===== src/rtl/hwpe_stream_tcdm_reader.sv =====
// hwpe_stream_tcdm_reader
// Turns an address stream into TCDM read requests and streams the read data
// back out in order. It keeps at most MAX_OUTSTANDING beats either in flight
// or buffered, so the response FIFO can never overflow. It also raises a
// one-cycle done pulse after the last beat of a transfer of tot_len_i beats.
module hwpe_stream_tcdm_reader #(
  parameter int unsigned DATA_WIDTH      = 32,
  parameter int unsigned MAX_OUTSTANDING = 4,
  parameter int unsigned TRANS_CNT       = 32
) (
  input  logic                    clk_i,
  input  logic                    rst_ni,
  input  logic                    enable_i,
  input  logic                    clear_i,
  // address stream from the address generator
  input  logic                    addr_valid_i,
  input  logic [31:0]             addr_data_i,
  output logic                    addr_ready_o,
  // TCDM master port
  output logic                    tcdm_req_o,
  input  logic                    tcdm_gnt_i,
  output logic [31:0]             tcdm_add_o,
  output logic                    tcdm_wen_o,
  output logic [DATA_WIDTH/8-1:0] tcdm_be_o,
  output logic [DATA_WIDTH-1:0]   tcdm_data_o,
  input  logic                    tcdm_r_valid_i,
  input  logic [DATA_WIDTH-1:0]   tcdm_r_data_i,
  // output data stream
  output logic                    data_valid_o,
  input  logic                    data_ready_i,
  output logic [DATA_WIDTH-1:0]   data_data_o,
  output logic [DATA_WIDTH/8-1:0] data_strb_o,
  // transfer control
  input  logic [TRANS_CNT-1:0]    tot_len_i,
  output logic                    done_o
);

  localparam int unsigned CNT_W = $clog2(MAX_OUTSTANDING + 1);
  localparam int unsigned PTR_W = (MAX_OUTSTANDING > 1) ? $clog2(MAX_OUTSTANDING) : 1;
  localparam logic [CNT_W-1:0] MAX_CNT  = CNT_W'(MAX_OUTSTANDING);
  localparam logic [PTR_W-1:0] LAST_PTR = PTR_W'(MAX_OUTSTANDING - 1);

  // ---------------------------------------------------------------------
  // State
  // ---------------------------------------------------------------------
  logic [CNT_W-1:0]      inflight_q, inflight_d;
  logic [CNT_W-1:0]      fifo_cnt_q, fifo_cnt_d;
  logic [PTR_W-1:0]      wr_ptr_q,   wr_ptr_d;
  logic [PTR_W-1:0]      rd_ptr_q,   rd_ptr_d;
  logic [TRANS_CNT-1:0]  out_cnt_q,  out_cnt_d;
  logic                  done_q,     done_d;
  logic                  drop_q,     drop_d;
  logic [DATA_WIDTH-1:0] fifo_mem_q [MAX_OUTSTANDING];

  // ---------------------------------------------------------------------
  // Handshake decode
  // ---------------------------------------------------------------------
  logic [CNT_W:0] occupancy;
  logic           has_credit;
  logic           grant;
  logic           rsp_accept;
  logic           rsp_retire;
  logic           push;
  logic           pop;
  logic           fifo_full;

  // credit = MAX_OUTSTANDING - inflight - fifo_count, evaluated as occupancy < MAX
  assign occupancy  = {1'b0, inflight_q} + {1'b0, fifo_cnt_q};
  assign has_credit = occupancy < (CNT_W + 1)'(MAX_OUTSTANDING);

  // rst_ni keeps the request low while reset is held, even if upstream is valid
  assign tcdm_req_o   = rst_ni & addr_valid_i & enable_i & has_credit & ~clear_i;
  assign grant        = tcdm_req_o & tcdm_gnt_i;
  assign addr_ready_o = grant;

  // Address comes straight from the stream; upstream holds it until the grant
  assign tcdm_add_o  = addr_data_i;
  assign tcdm_wen_o  = 1'b1;
  assign tcdm_be_o   = '1;
  assign tcdm_data_o = '0;

  // A response in the cycle of a clear, or in the cycle after it, is stale
  assign rsp_accept = tcdm_r_valid_i & ~drop_q & ~clear_i;
  assign rsp_retire = tcdm_r_valid_i & ~drop_q & (inflight_q != '0);

  assign fifo_full    = (fifo_cnt_q == MAX_CNT);
  assign data_valid_o = (fifo_cnt_q != '0);
  assign data_data_o  = fifo_mem_q[rd_ptr_q];
  assign data_strb_o  = '1;
  assign done_o       = done_q;

  assign pop  = data_valid_o & data_ready_i;
  // A full FIFO still accepts a beat when it pops in the same cycle
  assign push = rsp_accept & (~fifo_full | pop);

  // ---------------------------------------------------------------------
  // Next-state logic
  // ---------------------------------------------------------------------

  // Count read requests granted but not yet answered
  always_comb begin
    inflight_d = inflight_q;
    if (clear_i) begin
      inflight_d = '0;
    end else begin
      unique case ({grant, rsp_retire})
        2'b10:   inflight_d = inflight_q + CNT_W'(1);
        2'b01:   inflight_d = inflight_q - CNT_W'(1);
        default: inflight_d = inflight_q;
      endcase
    end
  end

  // Response FIFO pointers and occupancy
  always_comb begin
    wr_ptr_d   = wr_ptr_q;
    rd_ptr_d   = rd_ptr_q;
    fifo_cnt_d = fifo_cnt_q;
    if (clear_i) begin
      wr_ptr_d   = '0;
      rd_ptr_d   = '0;
      fifo_cnt_d = '0;
    end else begin
      if (push) begin
        wr_ptr_d = (wr_ptr_q == LAST_PTR) ? '0 : wr_ptr_q + PTR_W'(1);
      end
      if (pop) begin
        rd_ptr_d = (rd_ptr_q == LAST_PTR) ? '0 : rd_ptr_q + PTR_W'(1);
      end
      unique case ({push, pop})
        2'b10:   fifo_cnt_d = fifo_cnt_q + CNT_W'(1);
        2'b01:   fifo_cnt_d = fifo_cnt_q - CNT_W'(1);
        default: fifo_cnt_d = fifo_cnt_q;
      endcase
    end
  end

  // Count delivered beats and flag the last one of the transfer
  always_comb begin
    out_cnt_d = out_cnt_q;
    done_d    = 1'b0;
    if (clear_i) begin
      out_cnt_d = '0;
    end else if (pop) begin
      if ((tot_len_i != '0) && (out_cnt_q + TRANS_CNT'(1) == tot_len_i)) begin
        out_cnt_d = '0;
        done_d    = 1'b1;
      end else begin
        out_cnt_d = out_cnt_q + TRANS_CNT'(1);
      end
    end
  end

  // Remember a clear so the response that follows it is discarded
  assign drop_d = clear_i;

  // ---------------------------------------------------------------------
  // Registers
  // ---------------------------------------------------------------------

  // Control state with asynchronous reset
  // NOTE: sequential state uses non-blocking assignments so every flop samples pre-edge values.
  always_ff @(posedge clk_i or negedge rst_ni) begin
    if (!rst_ni) begin
      inflight_q <= '0;
      fifo_cnt_q <= '0;
      wr_ptr_q   <= '0;
      rd_ptr_q   <= '0;
      out_cnt_q  <= '0;
      done_q     <= 1'b0;
      drop_q     <= 1'b0;
    end else begin
      inflight_q <= inflight_d;
      fifo_cnt_q <= fifo_cnt_d;
      wr_ptr_q   <= wr_ptr_d;
      rd_ptr_q   <= rd_ptr_d;
      out_cnt_q  <= out_cnt_d;
      done_q     <= done_d;
      drop_q     <= drop_d;
    end
  end

  // Response storage, written on push
  // NOTE: the data array is not reset; fifo_cnt_q gates its visibility, so reset would only cost area.
  always_ff @(posedge clk_i) begin
    if (push) begin
      fifo_mem_q[wr_ptr_q] <= tcdm_r_data_i;
    end
  end

endmodule


===== config.mk =====
export PLATFORM = sky130hd
export DESIGN_NAME = hwpe_stream_tcdm_reader
export DESIGN_NICKNAME = d
export VERILOG_FILES = /design/src/rtl/hwpe_stream_tcdm_reader.sv
export SDC_FILE = /design/constraint.sdc
export NUM_CORES = 1
export LEC_CHECK = 0
export BUFFER_PORTS_ARGS = -buffer_cell sky130_fd_sc_hd__buf_2
export CAP_MARGIN = 5
export CORE_MARGIN = 1
export CORE_UTILIZATION = 59
export DETAILED_ROUTE_END_ITERATION = 10
export PLACE_DENSITY = 0.95
export SLEW_MARGIN = 5
export SYNTH_ARGS = -nofsm -noshare
export SYNTH_HDL_FRONTEND = slang
export SYNTH_SLANG_ARGS = --single-unit

===== constraint.sdc =====
create_clock -name clk_i -period 9.3 [get_ports clk_i]
set_clock_uncertainty 0.2 [all_clocks]
set_input_delay 0.465 -clock clk_i [delete_from_list [all_inputs] [get_ports clk_i]]
set_output_delay 0.465 -clock clk_i [all_outputs]
set_load 0.02 [all_outputs]

Word-level counts from Yosys, hierarchy flattened
Memory sizes are Yosys's and may differ from the RTL's. Index checks and enable logic that the tools add are counted.

Register bits: 44. RAM bits: 128. Bits of input ports: 104. Output and inout bits: 109. Word-level logic and storage cells: 65. Memories: 1.

Memory list: fifo_mem_q (words 4, bits a word 32, rd ports 1, clocked after Yosys merged registers in 0, write ports 1, line 53) `logic [DATA_WIDTH-1:0] fifo_mem_q [MAX_OUTSTANDING];`.

Add/subtract/negate cells: 8. $lt $le $gt $ge: 1. Equality and inequality tests: 8. Multiplexer cells: 18. Bitwise logic cells: 14. Reduce and logical (&&, ||, !) cells: 8.

Operator list (number): $mux 32 (3); $add 32x1->32 const B (1); $eq 32x32->1 (1); $reduce_bool 32->1 (1); $mux 2 (6); $pmux 3 s2 (2); $reduce_bool 3->1 (4); $and 1x1->1 (10); $eq 2x2->1 const B (4); $add 3x1->3 const B (2); $mux 3 (2); $sub 3x1->3 const B (2); $mux 1 (5); $add 2x1->2 const B (2); $add 3x3->4 (1); $eq 2x1->1 const B (2); $lt 4x3->1 const B (1); $reduce_bool 2->1 (2); $eq 3x3->1 const B (1); $not 1->1 (3); $logic_and 1x1->1 (1); $or 1x1->1 (1).

Depth between registers and ports, before layout
Gate-level depths: netlist of the first run.

Depth after elaboration: 8. Gate-level depth with buffers: 13. Mapped depth without buffers: 11.

Least setup slack after synthesis of the first run
No wires, ideal clock.

Path type: reg2reg. Start: register out_cnt_q[0]. End: register out_cnt_q[22]. Setup time: 0.137 ns. Data arrival time: 3.254 ns. Required time: 8.963 ns. Path slack: 5.709 ns. Cell stages (with the launch flop): 13. Buffers on the path: 3. Period minus slack after synthesis: 3.591 ns. Cell sequence: dfrtp_1 > ha_1 > and3_1 > buf_2 > a31oi_1 > o22ai_1 > or4_1 > or4b_1 > or4_1 > buf_6 > buf_4 > a31oi_1 > a21oi_1.

Cells in the longest elaborated chain, start to end: 6.

Ends and longest elaborated chain: start, declared (line 50) `logic [TRANS_CNT-1:0] out_cnt_q, out_cnt_d;`; start signal, assigned (line 177) `out_cnt_q <= out_cnt_d;`; $add 32x1->32 * (line 145, 149); $eq 32x32->1 (line 145) `if ((tot_len_i != '0) && (out_cnt_q + TRANS_CNT'(1) == tot_len_i)) begin`; $logic_and 1x1->1 (line 145); $mux 32 * (line 145); $mux 32 * (line 144) `end else if (pop) begin`; $mux 32 * (line 142) `if (clear_i) begin`.

Every way passes the cells marked *; elsewhere a longest branch is shown, timed or not. The select of a mux whose other input is x is not followed. A chain may end at the register's enable or synchronous reset.

Final worst setup path of the first run
Start: register out_cnt_q[0]. End: register out_cnt_q[8].

The elaborated chain is that of the path after synthesis.

==> flow_metrics.py, run 1 <==
metrics = {
    "run_status": {
        "status": "finished clean",
    },
    "critical_path": {
        "worstReg2RegEnd": "out_cnt_q[8]",
        "arrival_ns": 4.47,
        "path_class": "flip-flop to flip-flop",
        "reg2reg_from": "out_cnt_q[0]",
        "slowest_delay_ns": 0.56,
        "critPathCaptureType": "flip-flop",
        "path_cells": "ha_1 -> and3_1 -> nand4_1 -> a2111oi_0 -> o22ai_1 -> or4_1 -> or4_1 -> buf_4 -> a31oi_1 -> o22ai_1",
        "path_max_fanout": 38,
        "cp_data_required_time_ns": 9.40,
        "critical_path.top_delay_family": "simple AND/OR/NAND/NOR gates",
        "regToRegSetupSlack_ns": 4.92,
        "start_kind": "flip-flop",
        "r2r_cells": 10,
        "crit_slowest_cell": "or4_1",
        "crit_buf_inv": 1,
    },
    "global_route": {
        "grt_max_degree": 46,
        "antenna_found_initial": 0,
        "use_met1_pct": 38.02,
        "grt_use_total_pct": 28.66,
        "grtUsageMet2_pct": 47.35,
        "met3_usage_pct": 5.611,
        "grt_pass1_wl_um": 34380,
        "grt-busiest-layer": "met2",
        "gr-total-overflow": 0,
        "grt_pass1_vias": 5974,
    },
    "yosys": {
        "yosys_warnings": 0,
        "yosysTopAreaCell": "edfxtp_1",
        "synthAdderAreaFrac_pct": 1.514,
        "synth_common_cells": "edfxtp_1 (128), buf_4 (75), nand2_1 (56), dfrtp_1 (44), nand3_1 (33)",
        "synth.distinct_cells": 66,
        "synth_top_area_share_pct": 41.54,
        "synth-async-reset-ratio_pct": 25.58,
        "synth_top_family_by_area": "simple AND/OR/NAND/NOR gates",
        "postSynthAreaPerCell_um2": 12.08,
        "synth_edf_count": 128,
        "synthSimpleGateAreaFrac_pct": 14.31,
        "yosysSeqAreaShare_pct": 53.43,
        "synth_compound_area_share_pct": 8.721,
        "synth-xor-area-share_pct": 4.273,
        "ys.flop_type": "edfxtp_1",
        "synthCells": 766,
        "synth_area_leaders": "edfxtp_1 (42%), dfrtp_1 (12%), mux4_2 (7.8%)",
        "synthesis.area_mm2": 0.009254,
        "muxShareOfSynthArea_pct": 8.437,
        "synth_most_common_cell": "edfxtp_1",
        "synth-seq-cells": 172,
    },
    "flow_run": {
        "max_cap_viol_count": 0,
    },
    "placement": {
        "place_congestion": 1.019,
        "io_buffers": 107,
        "hpwl_um": 15000,
    },
    "min_path": {
        "whs_path_depth": 1,
        "worstHoldPathType": "input pin to flip-flop",
        "hold_end": "fifo_mem_q[1][2]",
        "holdCritStartpoint": "tcdm_r_data_i[2]",
    },
    "power": {
        "ir_drop_mv": 0.1388,
        "pwr_density_cell_mw_per_mm2": 178.2,
        "leakagePower_nw": 3.700,
    },
    "floorplan": {
        "chipHeight_um": 127.2,
        "fp-row-count": 45,
        "start_util_pct": 60.65,
        "die_x_um": 127.2,
        "io_pins": 213,
        "design.die.area_mm2": 0.01619,
        "core_mm2": 0.01526,
    },
    "routing": {
        "via_per_inst": 6.293,
        "first_iter_violations": 864,
        "first_pass_iters": 5,
        "wl_per_cell_um": 21.31,
        "route.detailed.drc": 0,
        "drt_wl_total_um": 22120,
        "via_count": 6532,
        "ant_nets": 0,
    },
    "cts": {
        "clock_sinks": 172,
        "cts_tree": "done",
        "cts_buffer_depth": 2,
        "cts_setup_buffers": 0,
        "cts-root-buf": "clkbuf_16",
        "cts_htree_levels": 4,
        "cts_buffers": 17,
        "cts.repair.resized": 0,
        "insertion_delay_ns": 0.42,
        "clk_pin_slew_ns": 0.07,
    },
    "sta": {
        "fin_hold_ws_ns": 0.05216,
        "worst_pin_slew_ns": 0.8855,
        "finalCriticalPeriod_ns": 4.377,
        "fin_tns_setup_ns": 0,
        "drv_slew": 0,
        "hold_viol_final": 0,
        "max_freq_ghz": 0.2285,
        "finalCritPeriodShare_pct": 47.07,
        "relSlewSlack_pct": 40.57,
        "rsz0062_at_grt": "no",
        "setup_violations": 0,
    },
    "finish": {
        "multiInputGateArea_mm2": 0.003603,
        "n_antenna_cell": 0,
        "regArea_mm2": 0.004946,
        "drive_gt1_share_pct": 23.22,
        "fillers": 1114,
        "utilization_pct": 66.13,
        "final_nets": 928,
        "syn_to_final_growth_pct": 9.032,
    },
}
==> registers in the layout, summed over array words and instances, names as in the netlist <==
register	cells
fifo_cnt_q	3
done_o	1
rd_ptr_q	2
inflight_q	3
fifo_mem_q	128
drop_q	1
wr_ptr_q	2
out_cnt_q	32
==> worst reg2reg max path: cells and delay by family (launching register included) <==
kind	cells	cell delay (ns)
compound gates	4	1.03
buf+inv	1	0.32
flops	1	0.50
fa+ha+maj	1	0.32
simple gates	4	1.89
==> area by class of cell <==
| cell class | instances | area share [%] |
|---|---|---|
| Clock inverter | 15 | 1.910 |
| Tap cell | 211 | 2.617 |
| Timing Repair Buffer | 118 | 6.151 |
| Clock buffer | 17 | 4.216 |
| Sequential cell | 172 | 49.02 |
| Inverter | 10 | 0.3720 |
| Multi-Input combinational cell | 495 | 35.71 |
==> metal layers <==
metal  share of wire (%)  vias up  wire [µm]
met5                   0        -          0
met4                 2.6        0        567
met3                 8.7       60       1933
met2                  50      403      11040
met1                  39     3167       8578
li1                    -     2902          -
==> cell families after synthesis <==
family / count (synthesis)
AO/OA/AOI/OAI: 121
XOR/XNOR: 43
adder cells (fa/ha/maj): 10
buffers and inverters: 138
flip-flops: 172
multiplexers: 38
other: 2
AND/OR/NAND/NOR: 242
==> through the flow <==
| step | worst slack (ns) | cell area, µm² | total power, mW | std cells |
|---|---|---|---|---|
| after global routing | 4.697 | 10090 | 1.861 | 1038 |
| after global placement | 5.158 | 9462 | 1.078 | 1005 |
| after floorplan | 5.709 | 9400 | 1.042 | 805 |
| final | 4.923 | 10090 | 1.798 | 1038 |
| after CTS | 5.026 | 10090 | 1.807 | 1038 |
| after detailed placement | 5.065 | 9462 | 1.085 | 1005 |
==> report_power, final <==
part           internal, mW  switching, mW
clock                 0.390          0.336
combinational        0.0820          0.138
sequential            0.839         0.0123
==> cells in the final DEF, fill, tap and decap left out, types with 12 or more instances in the layout <==
cell	n
nor3_1	18
and3_1	12
dfrtp_1	43
conb_1	41
clkbuf_16	17
nand2_1	56
nand4_1	27
xor2_1	17
nor2_1	25
xnor2_1	25
buf_2	107
a31oi_1	23
nor4_1	14
mux4_2	32
o21ai_0	22
a21oi_1	18
and4_1	12
nand3_1	33
edfxtp_1	128
==> timing repair <==
item / CTS / global route
hold endpoints to repair: 44 / 0
hold buffers: 1 / 0
setup endpoints to repair: 0 / 0
==> worst max-delay path by stage <==
stage,startpoint,endpoint,slack (ns),depth (start not counted)
after floorplan,out_cnt_q[0],out_cnt_q[22],5.71,12
after global placement,out_cnt_q[0],out_cnt_q[10],5.16,10
after detailed placement,out_cnt_q[0],out_cnt_q[10],5.07,10
after CTS,out_cnt_q[0],out_cnt_q[10],5.03,10
after global routing,out_cnt_q[0],out_cnt_q[10],4.70,10
final,out_cnt_q[0],out_cnt_q[8],4.92,10
Power figures use the tool's default switching activity.
==> inputs of run 2 (changes only) <==
--- a/config.mk
+++ b/config.mk
@@ -8,9 +8,9 @@
 export BUFFER_PORTS_ARGS = -buffer_cell sky130_fd_sc_hd__buf_2
 export CAP_MARGIN = 5
 export CORE_MARGIN = 1
-export CORE_UTILIZATION = 59
+export CORE_UTILIZATION = 49
 export DETAILED_ROUTE_END_ITERATION = 10
-export PLACE_DENSITY = 0.95
+export PLACE_DENSITY = 0.87
 export SLEW_MARGIN = 5
 export SYNTH_ARGS = -nofsm -noshare
 export SYNTH_HDL_FRONTEND = slang
==> constraint.sdc (replaced) <==
create_clock -name clk_i -period 3.9 [get_ports clk_i]
set_clock_uncertainty 0.2 [all_clocks]
set_input_delay 0.195 -clock clk_i [delete_from_list [all_inputs] [get_ports clk_i]]
set_output_delay 0.195 -clock clk_i [all_outputs]
set_load 0.02 [all_outputs]
==> flow_metrics.py, run 2 (synthesis gave the netlist of run 1 again) <==
metrics = {
    "global_route": {
        "grt_pass1_vias": 6402,
        "grt_pass1_wl_um": 35360,
        "antenna_found_initial": 0,
        "gr-total-overflow": 0,
        "grt_use_total_pct": 23.97,
        "grt_max_degree": 45,
    },
    "routing": {
        "via_count": 6661,
        "first_iter_violations": 703,
        "first_pass_iters": 5,
        "via_per_inst": 5.889,
        "route.detailed.drc": 0,
        "ant_nets": 0,
        "wl_per_cell_um": 19.71,
        "drt_wl_total_um": 22290,
    },
    "cts": {
        "clk_pin_slew_ns": 0.07,
        "cts_htree_levels": 4,
        "cts-root-buf": "clkbuf_16",
        "clock_sinks": 172,
        "cts_tree": "done",
        "cts_buffer_depth": 2,
        "insertion_delay_ns": 0.43,
        "cts_buffers": 17,
    },
    "finish": {
        "largestRegisters": "fifo_mem_q (128), out_cnt_q (32)",
        "drive_gt1_share_pct": 25.94,
        "final_cells": 1131,
        "fillers": 1406,
        "final_nets": 1003,
        "syn_to_final_growth_pct": 16.13,
        "n_antenna_cell": 0,
        "largest-register": "fifo_mem_q",
        "fin_area_mm2": 0.01075,
        "layout_common_cells": "edfxtp_1 (128), buf_2 (107), nand2_1 (56)",
        "final_common_cell": "edfxtp_1",
        "largest_reg_flops": 128,
        "utilization_pct": 59.02,
    },
    "run_status": {
        "status": "finished clean",
    },
    "sta": {
        "fin_hold_ws_ns": 0.1010,
        "rsz0062_at_grt": "no",
        "worst_pin_slew_ns": 0.7122,
        "drv_slew": 0,
        "relSlewSlack_pct": 52.47,
        "max_freq_ghz": 0.2685,
        "fin_tns_setup_ns": 0,
        "setup_violations": 0,
        "finalCritPeriodShare_pct": 95.48,
        "finalCriticalPeriod_ns": 3.724,
        "setup_ws_ns": 0.1762,
        "hold_viol_final": 0,
    },
    "critical_path": {
        "arrival_ns": 3.81,
        "path_class": "flip-flop to flip-flop",
        "start_kind": "flip-flop",
        "path_max_fanout": 40,
        "cp_data_required_time_ns": 3.99,
        "critPathCaptureType": "flip-flop",
        "regToRegSetupSlack_ns": 0.18,
    },
    "floorplan": {
        "design.die.area_mm2": 0.01944,
        "die_x_um": 139.4,
        "start_util_pct": 50.82,
        "core_mm2": 0.01821,
        "chipHeight_um": 139.4,
        "fp-row-count": 49,
        "io_pins": 213,
    },
    "placement": {
        "place_ws_ns": 0.09339,
        "placedInstanceArea_mm2": 0.009804,
        "io_buffers": 107,
        "place_congestion": 1.030,
        "dp_cells": 1064,
        "hpwl_um": 15170,
    },
    "flow_run": {
        "max_cap_viol_count": 0,
    },
    "power": {
        "finalPower_mw": 4.225,
        "ir_drop_mv": 0.2983,
        "leakagePower_nw": 4.040,
        "pwr_density_cell_mw_per_mm2": 393.2,
    },
    "min_path": {
        "worstHoldPathType": "input pin to flip-flop",
    },
}
-- run 2: cell types whose count changed in the layout (fill, tap and decap cells not counted), moves of 2 or more --
cell / change
buf_4: +40
dlygate4sd3_1: +34
inv_8: -4
clkinv_2: +2
-- run 2: layout make-up --
type | count | area [µm²] | area share, %
Sequential cell | 172 | 4946 | 46.02
Tap cell | 229 | 286.5 | 2.666
Timing Repair Buffer | 193 | 1281 | 11.92
Multi-Input combinational cell | 495 | 3615 | 33.64
Inverter | 10 | 37.54 | 0.3493
Clock buffer | 17 | 425.4 | 3.959
Clock inverter | 15 | 155.1 | 1.444
-- run 2: repair_timing --
action / 4_1_cts / 5_1_grt
gates resized for setup: 0 / 3
hold buffers: 35 / 0
endpoints found under the setup margin: 0 / 13
buffers inserted: 0 / 0
hold endpoints to repair: 182 / 0
-- run 2: power by group --
| part | total, mW | switching (mW) | internal (mW) |
|---|---|---|---|
| registers | 2.02 | 0.0209 | 2.00 |
| logic | 0.564 | 0.341 | 0.223 |
| clock network | 1.64 | 0.791 | 0.850 |
| total | 4.23 | 1.15 | 3.07 |
-- run 2: worst max-delay path: stages (launching register included) --
cell and delay [ns]:
dfrtp_1 0.52, and4_1 0.28, buf_4 0.15, and4_1 0.45
nor4b_1 0.31, a211oi_1 0.12, or4_1 0.54, or4_1 0.50
buf_12 0.22, a41oi_1 0.23, a31oi_1 0.06
-- run 2: worst paths after layout --
check	from	endpoint	cells past startpoint
hold reg to reg	out_cnt_q[31]	out_cnt_q[31]	1
setup / recovery	out_cnt_q[9]	out_cnt_q[24]	10
max in group asynchronous	rst_ni	rd_ptr_q[0]	3
min in group asynchronous	rst_ni	out_cnt_q[3]	3
setup reg to reg	out_cnt_q[9]	out_cnt_q[24]	10
hold / removal	tcdm_r_valid_i	fifo_cnt_q[2]	4
-- run 2: per-layer routing --
| metal | wire, µm | track usage, % |
|---|---|---|
| met1 | 8937 | 30.60 |
| met2 | 10910 | 39.35 |
| met3 | 1902 | 6.882 |
| met4 | 535 | 7.836 |
| met5 | 0 | 0 |
